[config.mk]
export PLATFORM = sky130hd
export DESIGN_NAME = dram_writeback
export DESIGN_NICKNAME = d
export VERILOG_FILES = /design/src/rtl/cnn_dram_pkg.sv /design/src/rtl/wb_fifo.sv /design/src/rtl/dram_writeback.sv
export SDC_FILE = /design/constraint.sdc
export NUM_CORES = 1
export LEC_CHECK = 0
export ABC_AREA = 1
export BUFFER_PORTS_ARGS = -buffer_cell sky130_fd_sc_hd__buf_2
export CELL_PAD_IN_SITES_DETAIL_PLACEMENT = 1
export CELL_PAD_IN_SITES_GLOBAL_PLACEMENT = 2
export CORE_MARGIN = 3
export CORE_UTILIZATION = 25
export DETAILED_ROUTE_END_ITERATION = 7
export GPL_ROUTABILITY_DRIVEN = 0
export GPL_TIMING_DRIVEN = 0
export PLACE_DENSITY = 0.67
export SETUP_SLACK_MARGIN = 0.3
export SLEW_MARGIN = 30
export SYNTH_ARGS = -nofsm -noshare
export SYNTH_HDL_FRONTEND = slang
export SYNTH_HIERARCHICAL = 1
export SYNTH_SLANG_ARGS = --single-unit
[constraint.sdc]
create_clock -name clk -period 8.36 [get_ports clk]
set_clock_uncertainty 0.2 [all_clocks]
set_input_delay 0.418 -clock clk [delete_from_list [all_inputs] [get_ports clk]]
set_output_delay 0.418 -clock clk [all_outputs]
set_load 0.1 [all_outputs]
[src/rtl/cnn_dram_pkg.sv]
// Shared types and constants for the CNN output-to-DRAM path.
// Command encoding, row/column split and output region base.
package cnn_dram_pkg;

  typedef enum logic [1:0] {
    NOP,
    ACT,
    WRITE,
    PRE
  } dram_cmd_e;

  typedef enum logic [2:0] {
    S_IDLE,
    S_ACT,
    S_RCD,
    S_WRITE,
    S_PRE,
    S_RP,
    S_DONE
  } wb_state_e;

  localparam int ROW_LSB = 10;
  localparam int COL_W   = 10;

  localparam logic [22:0] OUTPUT_START = 23'h180000;

endpackage

[src/rtl/wb_fifo.sv]
// Small synchronous FIFO buffering words ahead of DRAM writes.
// Simultaneous push and pop are both honoured; no write-through.
module wb_fifo #(
  parameter int DEPTH = 4,
  parameter int WIDTH = 32
) (
  input  logic             clk,
  input  logic             rst,
  input  logic             push,
  input  logic             pop,
  input  logic [WIDTH-1:0] wdata,
  output logic [WIDTH-1:0] rdata,
  output logic             full,
  output logic             empty
);

  localparam int AW = $clog2(DEPTH);

  logic [WIDTH-1:0] mem [DEPTH];
  logic [AW-1:0]    wp;
  logic [AW-1:0]    rp;
  logic [AW:0]      cnt;
  logic             do_push;
  logic             do_pop;

  assign full    = (cnt == (AW+1)'(DEPTH));
  assign empty   = (cnt == '0);
  assign do_push = push && !full;
  assign do_pop  = pop && !empty;
  assign rdata   = mem[rp];

  // Pointer and occupancy tracking
  always_ff @(posedge clk) begin
    if (rst) begin
      wp  <= '0;
      rp  <= '0;
      cnt <= '0;
    end else begin
      if (do_push) wp <= wp + 1'b1;
      if (do_pop)  rp <= rp + 1'b1;
      unique case ({do_push, do_pop})
        2'b10:   cnt <= cnt + 1'b1;
        2'b01:   cnt <= cnt - 1'b1;
        default: cnt <= cnt;
      endcase
    end
  end

  // Storage array, written on accepted pushes
  always_ff @(posedge clk) begin
    if (do_push) mem[wp] <= wdata;
  end

endmodule

[src/rtl/dram_writeback.sv]
// Streams output-SRAM words into a contiguous DRAM region.
// Optional DRAM_WB_RELU_EN zeroes negative words at writeback.
module dram_writeback
  import cnn_dram_pkg::*;
#(
  parameter int ADDR_W     = 23,
  parameter int WC_W       = 22,
  parameter int FIFO_DEPTH = 4,
  parameter int T_RCD      = 2,
  parameter int T_RP       = 2
) (
  input  logic              clk,
  input  logic              rst,
  input  logic              start,
  input  logic [ADDR_W-1:0] base_addr,
  input  logic [WC_W-1:0]   word_count,
  input  logic              src_valid,
  input  logic [31:0]       src_data,
  output logic              src_ready,
  output logic              busy,
  output logic              done,
  output logic              CSn,
  output logic              RASn,
  output logic              CASn,
  output logic [3:0]        WEn,
  output logic [12:0]       A,
  output logic [31:0]       D
);

  wb_state_e         state;
  wb_state_e         state_nxt;
  dram_cmd_e         cmd;
  logic [ADDR_W-1:0] addr;
  logic [ADDR_W-1:0] addr_inc;
  logic [WC_W-1:0]   wc;
  logic [WC_W-1:0]   remaining;
  logic [WC_W-1:0]   pushed;
  logic [3:0]        wait_cnt;
  logic [3:0]        wait_val;
  logic              wait_load;
  logic              push;
  logic              pop;
  logic              fifo_full;
  logic              fifo_empty;
  logic [31:0]       fifo_q;
  logic [31:0]       wdata;
  logic              accept;

  assign src_ready = busy && !fifo_full && (pushed < wc);
  assign push      = src_valid && src_ready;
  assign addr_inc  = addr + 1'b1;
  assign accept    = (state == S_IDLE) && start;

`ifdef DRAM_WB_RELU_EN
  assign wdata = fifo_q[31] ? 32'h0 : fifo_q;
`else
  assign wdata = fifo_q;
`endif

  wb_fifo #(
    .DEPTH (FIFO_DEPTH),
    .WIDTH (32)
  ) u_fifo (
    .clk   (clk),
    .rst   (rst),
    .push  (push),
    .pop   (pop),
    .wdata (src_data),
    .rdata (fifo_q),
    .full  (fifo_full),
    .empty (fifo_empty)
  );

  // FSM state register
  always_ff @(posedge clk) begin
    if (rst) state <= S_IDLE;
    else     state <= state_nxt;
  end

  // Next state, command to register and FIFO pop
  always_comb begin
    state_nxt = state;
    cmd       = NOP;
    pop       = 1'b0;
    wait_load = 1'b0;
    wait_val  = '0;
    unique case (state)
      S_IDLE: begin
        if (start) begin
          if (word_count == '0) state_nxt = S_DONE;
          else                  state_nxt = S_ACT;
        end
      end
      S_ACT: begin
        cmd       = ACT;
        state_nxt = S_RCD;
        wait_load = 1'b1;
        wait_val  = 4'(T_RCD - 1);
      end
      S_RCD: begin
        if (wait_cnt <= 4'd1) state_nxt = S_WRITE;
      end
      S_WRITE: begin
        if (!fifo_empty) begin
          cmd = WRITE;
          pop = 1'b1;
          if (remaining == WC_W'(1) ||
              addr_inc[COL_W-1:0] == '0)
            state_nxt = S_PRE;
        end
      end
      S_PRE: begin
        cmd       = PRE;
        state_nxt = S_RP;
        wait_load = 1'b1;
        wait_val  = 4'(T_RP - 1);
      end
      S_RP: begin
        if (wait_cnt <= 4'd1) begin
          if (remaining != '0) state_nxt = S_ACT;
          else                 state_nxt = S_DONE;
        end
      end
      S_DONE: state_nxt = S_IDLE;
      default: state_nxt = S_IDLE;
    endcase
  end

  // Job bookkeeping: address, counts, wait timer, busy/done
  always_ff @(posedge clk) begin
    if (rst) begin
      addr      <= '0;
      wc        <= '0;
      remaining <= '0;
      pushed    <= '0;
      wait_cnt  <= '0;
      busy      <= 1'b0;
      done      <= 1'b0;
    end else begin
      if (wait_load)
        wait_cnt <= wait_val;
      else if (wait_cnt != '0)
        wait_cnt <= wait_cnt - 1'b1;
      if (accept) begin
        addr      <= base_addr;
        wc        <= word_count;
        remaining <= word_count;
        pushed    <= '0;
        busy      <= 1'b1;
      end
      if (push) pushed <= pushed + 1'b1;
      if (pop) begin
        addr      <= addr_inc;
        remaining <= remaining - 1'b1;
      end
      done <= (state == S_DONE);
      if (state == S_DONE) busy <= 1'b0;
    end
  end

  // Registered DRAM command pins
  always_ff @(posedge clk) begin
    if (rst) begin
      CSn  <= 1'b1;
      RASn <= 1'b1;
      CASn <= 1'b1;
      WEn  <= 4'hF;
      A    <= '0;
      D    <= '0;
    end else begin
      unique case (cmd)
        NOP: begin
          CSn  <= 1'b1;
          RASn <= 1'b1;
          CASn <= 1'b1;
          WEn  <= 4'hF;
        end
        ACT: begin
          CSn  <= 1'b0;
          RASn <= 1'b0;
          CASn <= 1'b1;
          WEn  <= 4'hF;
          A    <= 13'(addr[ADDR_W-1:ROW_LSB]);
        end
        WRITE: begin
          CSn  <= 1'b0;
          RASn <= 1'b1;
          CASn <= 1'b0;
          WEn  <= 4'h0;
          A    <= 13'(addr[COL_W-1:0]);
          D    <= wdata;
        end
        PRE: begin
          CSn  <= 1'b0;
          RASn <= 1'b0;
          CASn <= 1'b1;
          WEn  <= 4'h0;
        end
      endcase
    end
  end

endmodule
==> results of run 1 <==
cells in the final DEF, fill, tap and decap left out, types with 3 or more instances in the layout:
master,n
nor2_1,246
buf_16,6
inv_2,6
clkinv_16,3
clkbuf_8,3
edfxtp_1,128
nor3_1,12
a221oi_2,3
o21ai_1,30
nand4_1,16
nand2_1,289
nor2_4,11
dlygate4sd3_1,54
o22ai_1,34
ha_1,36
buf_6,13
clkinv_2,10
buf_2,156
nand3_1,112
inv_4,4
buf_4,11
xor2_1,10
nand2_2,7
inv_1,137
nand3b_1,10
dfxtp_1,156
clkbuf_16,36
xnor2_1,10
o21ai_0,111
nor2_2,9
bufinv_16,3
nand2_4,3
a21oi_1,102
a31oi_1,16
diode_2,3
o211ai_1,7
clkbuf_1,32
power by group:
part	switching (uW)	internal, uW
Combinational	1410	419
Clock	668	927
Sequential	134	1640
Total	2210	2990
layer usage:
metal  up-vias  routed length (microns)  global-route usage
met5         -                       13                   0
met3        61                     1510              0.0284
met2       155                    22900               0.293
met4         2                      946              0.0425
li1       5825                        -                   -
met1      5785                    21800               0.211
metrics by stage:
step	util	std cells	power [uW]	setup WS (ps)	hold slack [ps]
global route	0.320	2549	5510	4560	18.6
global placement	0.283	2423	3600	2970	254
detailed placement	0.287	2429	3630	4780	260
CTS	0.320	2546	5280	4780	1.81
finish	0.320	2549	5200	4860	28.9
floorplan	-	1600	3120	4400	244
final timing paths:
path,slack [ps],cells past startpoint,to
hold / removal,30,3,wc[0]
setup reg to reg,4860,10,A[9]
hold reg to reg,260,2,wc[11]
setup / recovery,4860,10,A[9]
sequential cells by signal, indices dropped and copies added (netlist names), named ones only:
name	count
busy	1
CASn	1
wait_cnt	4
done	1
u_fifo/cnt	3
WEn	1
remaining	22
u_fifo/wp	2
state	3
u_fifo/rp	2
D	32
A	13
u_fifo/mem	128
addr	23
pushed	22
CSn	1
wc	22
RASn	1
repair_timing:
action                    4_1_cts  5_1_grt
hold buffers                   54        0
hold endpoints to repair      153        0
resized for setup               0        0
final cells by class:
cell class              instances  area (sq um)  area share
repair buffers                195          1380      0.0814
diodes                          3          7.51    0.000442
multi-input cells            1094          5530       0.326
clock inverters                19           254      0.0150
flip-flops and latches        284          6970       0.410
plain buffers                  73           439      0.0259
well taps                     688           861      0.0507
clock buffers                  44           961      0.0566
inverters                     149           577      0.0340
tightest hold or removal path, cell delays in order:
cell	delay (ps)
buf_2	120
nand2_1	110
a21oi_1	70
cell families after synthesis:
kind of cell,count (synthesis),synth area share
buf+inv,222,0.0754
compound gates,311,0.126
simple gates,726,0.234
fa+ha+maj,37,0.0349
flops,284,0.517
xor+xnor,20,0.0130
==> out/results.tsv, run 1 <==
metric	value	unit
worst-path fanout max	12	
HPWL Detailed	34.2	mm
wire per inst	18.5	microns
startpoint types	flip-flop	
Leakage	0.00673	uW
critical-path cell list	nand3_4 -> nor2_8 -> buf_2 -> nor2_1 -> inv_1 -> ha_1 -> clkbuf_1 -> clkbuf_1 -> o21ai_0 -> a21oi_1	
Std-Cell Rows	84	
Synth Register Bits	284	
Root Driver	clkbuf_16	
post-synth top area cell	edfxtp_1	
WS Path Type	reg -> reg	
Syn Area/Cell	8.42	sq um
Final Max Slew Viols	0	
Synth cell types	49	
1st-iter DRT viols	515	
Final ANT Viol Nets	0	
Final #Nets	1951	
critical path data required time	8640	ps
top cells by count, synth	nand2_1 (289), nor2_1 (250), dfxtp_1 (156)	
Syn Nets	1718	
RSZ-0062 raised after global routing	false	
Worst IR Drop VDD	236	uV
DRT Wirelength	47.3	mm
worst setup path startpoint	state[0]	
Mapped Area	13500	sq um
Area growth syn-to-layout	25.9	%
core area	53000	sq um
crit share post-route	0.419	
Final Hold Fails	0	
number of synthesized flops with an enable pin	128	
CP max-delay cell	clkbuf_1	
Most used DFF post-synth	dfxtp_1	
HP Class	in -> reg	
max-cap violations	0	
Placed Instance Area	15200	sq um
YS warnings	6	
count leader, synth	nand2_1	
routed vias/inst	4.64	
P per Cell Area	307	nW/um^2
share of the synthesized area in the top cell type	0.285	
post-route design area	17000	sq um
register area share after synthesis	0.517	
FILL cells	6330	
Overflow after GRT	0	
CP most frequent cell	clkbuf_1	
total iterations of the first detailed-routing run	4	
setup violators final	0	
largest net degree at the start of global routing	18	
vias in the first global route	12600	
DR vias	11800	
Num CTS Buffers	36	
all-layer global routing usage	0.166	
layout cells sized above 1	0.159	
Worst-Skew Late Latency	570	ps
CTS sink cnt	284	
full die area	56700	sq um
initial antenna violation count	4	
Die Y	238	microns
Clock Tree Buf Depth	3	
die width	238	microns
ranking of synthesized cells by area	edfxtp_1 (29%), dfxtp_1 (23%), nand2_1 (8.0%), nor2_1 (7.0%), nand3_1 (4.2%)	
drt drc	0	
Post-Syn Instances	1600	
status	complete, no violations	
PortBufs	135	
CP peak stage delay	620	ps
CTS tree	built	
H-tree depth	2	
Sum Neg Setup Slack	0	ps
first-pass GRT wire length	73.3	mm
postcts setup bufs	0	
initial core utilization	0.254	
IO Pins	136	
Worst R2R Start	state[0]	
delay-heaviest family, CP	buffers and inverters	
Critical path buffers and inverters	4	
ys async rst share	0	
Worst slew margin	0.353	
f_max	286	MHz
fin crit period	3500	ps
Worst Hold Launch	word_count[0]	
Critical Path End Type	flip-flop	
Reg clk slew, reported paths	60	ps
Worst Tran Pin Value	970	ps
Critical Path AT	3790	ps
Power figures use the tool's default switching activity.
==> run 2, diff against run 1 <==
==> constraint.sdc (replaced) <==
create_clock -name clk -period 3.39 [get_ports clk]
set_clock_uncertainty 0.2 [all_clocks]
set_input_delay 0.1695 -clock clk [delete_from_list [all_inputs] [get_ports clk]]
set_output_delay 0.1695 -clock clk [all_outputs]
set_load 0.1 [all_outputs]
==> out/results.tsv, run 2 (same netlist as run 1, synthesis figures left out) <==
metric	value	unit
status	complete, no violations	
Std-Cell Rows	84	
layout cells sized above 1	0.171	
first-pass GRT wire length	74.4	mm
max-cap violations	0	
HPWL Detailed	34.4	mm
clock network power share	0.308	
Sum Neg Setup Slack	0	ps
CTS tree	built	
Placed Instance Area	15200	sq um
post-route design area	17400	sq um
Final Max Slew Viols	0	
total iterations of the first detailed-routing run	5	
Num CTS Buffers	37	
RSZ-0062 raised after global routing	true	
wire per inst	18.5	microns
worst-path fanout max	4	
routed vias/inst	4.61	
max reg flops	128	
FILL cells	6314	
Root Driver	clkbuf_16	
Placed Instances	2430	
DR vias	11900	
critical path data required time	3640	ps
combinational share of power	0.356	
cells on worst reg2reg path	20	
Worst Tran Pin Value	923	ps
Worst-Skew Late Latency	560	ps
Top reg by flops	u_fifo/mem	
Worst R2R Start	wc[21]	
vias in the first global route	12800	
Clock Tree Buf Depth	3	
Final #Nets	1990	
f_max	340	MHz
Leakage	0.00695	uW
Min-Delay Endpoint	u_fifo/mem[0][6]	
largest net degree at the start of global routing	18	
Final Hold Fails	0	
1st-iter DRT viols	585	
H-tree depth	2	
P_int	7590	uW
Overflow after GRT	0	
register share of total power	0.336	
Worst IR Drop VDD	703	uV
setup violators final	0	
top flop regs	u_fifo/mem x128, D x32, addr x23	
IO Pins	136	
DRT Wirelength	48.0	mm
most common cell after layout, fill and taps aside	nand2_1	
switch share	0.417	
worst flop-to-flop path endpoint	u_fifo/cnt[2]	
Post-Layout Cell Count	2589	
PortBufs	135	
most frequent cells in the layout	nand2_1 (288), nor2_1 (244), dfxtp_1 (153), buf_2 (153), inv_1 (136)	
Worst slew margin	0.385	
reg-to-reg slack, setup	450	ps
die width	238	microns
crit share post-route	0.867	
Final ANT Viol Nets	0	
CTS sink cnt	284	
Critical Path End Type	flip-flop	
fin crit period	2940	ps
worst hold path stage count	2	
core area	53000	sq um
HP Class	in -> reg	
drt drc	0	
Area growth syn-to-layout	29.2	%
startpoint types	flip-flop	
switching pwr	5440	uW
WS Path Type	reg -> reg	
initial core utilization	0.254	
P per Cell Area	748	nW/um^2
power consumption	13000	uW
Critical Path AT	3190	ps
Reg clk slew, reported paths	60	ps
full die area	56700	sq um
all-layer global routing usage	0.169	
Worst Hold Launch	src_data[6]	
Die Y	238	microns
initial antenna violation count	1	
==> run 2: cell count changes in the layout (fill, tap and decap cells not counted), sizes merged <==
| cell | delta |
|---|---|
| buf | +11 |
| inv | +4 |
| clkbuf | +8 |
| clkinv | -7 |
| diode | -2 |
| dlygate4sd3 | +26 |
==> run 2: repair_timing <==
item                                    4_1_cts  5_1_grt
hold buffers                                 80        0
endpoints found under the setup margin      153       90
endpoints found under the hold margin       217        0
gates resized for setup                      10       17
pin swaps                                     3        1
setup buffers                                 6        5
==> run 2: layout make-up <==
class | count | area [sq um] | share of cell area
clock inverters | 16 | 191 | 0.0110
repair buffers | 233 | 1760 | 0.101
flip-flops and latches | 284 | 6970 | 0.400
multi-input cells | 1094 | 5530 | 0.318
well taps | 688 | 861 | 0.0494
plain buffers | 73 | 463 | 0.0266
diodes | 1 | 2.50 | 0.000144
clock buffers | 51 | 1060 | 0.0608
inverters | 149 | 577 | 0.0331
==> run 2: per-stage QoR <==
stage               hold slack (ps)  setup slack (ps)  utilization
floorplan                      38.6             -48.2            -
global placement                184              -927        0.284
detailed placement              192              -114        0.288
CTS                             125               305        0.328
global route                    152               152        0.329
finish                          166               451        0.329
==> run 2: worst max-delay path by stage <==
stage               cells after the start  slack, ps                 to           from
CTS                                    16        310  u_fifo/mem[2][27]      pushed[9]
floorplan                              11        -50   u_fifo/mem[0][0]           busy
global route                           20        150      u_fifo/cnt[2]         wc[21]
global placement                       11       -930  u_fifo/mem[0][14]      pushed[5]
finish                                 20        450      u_fifo/cnt[2]         wc[21]
detailed placement                     12       -110               A[4]  u_fifo/cnt[2]
==> run 2: routing by layer <==
layer | vias up | global-route usage | part of all wire
met1 | 5816 | 0.218 | 0.47
met3 | 46 | 0.0246 | 0.031
met2 | 172 | 0.300 | 0.48
met4 | 0 | 0.0390 | 0.016
li1 | 5914 | - | -
met5 | - | 0 | 0
==> run 2: critical path: stages (launching register included) <==
cell	delay, ps
dfxtp_1	340
inv_1	70
ha_1	300
nand2_1	90
nor2_2	150
nand2_2	100
nor2_2	110
nand2_1	70
nand4_1	110
buf_6	140
inv_2	60
nand2_4	90
ha_1	180
inv_1	70
fa_1	390
inv_1	70
nand2_1	50
nand3_1	100
nand2_1	60
nand2_1	60
nor2_1	30
==> run 2: power groups by stage <==
stage / registers (uW) / logic (uW) / clock network [uW]
after floorplan: 5670 / 2030 / 0
after global placement: 4440 / 4460 / 0
after detailed placement: 4450 / 4550 / 0
after CTS: 4380 / 4670 / 4140
after global routing: 4440 / 5060 / 4290
final: 4380 / 4640 / 4010
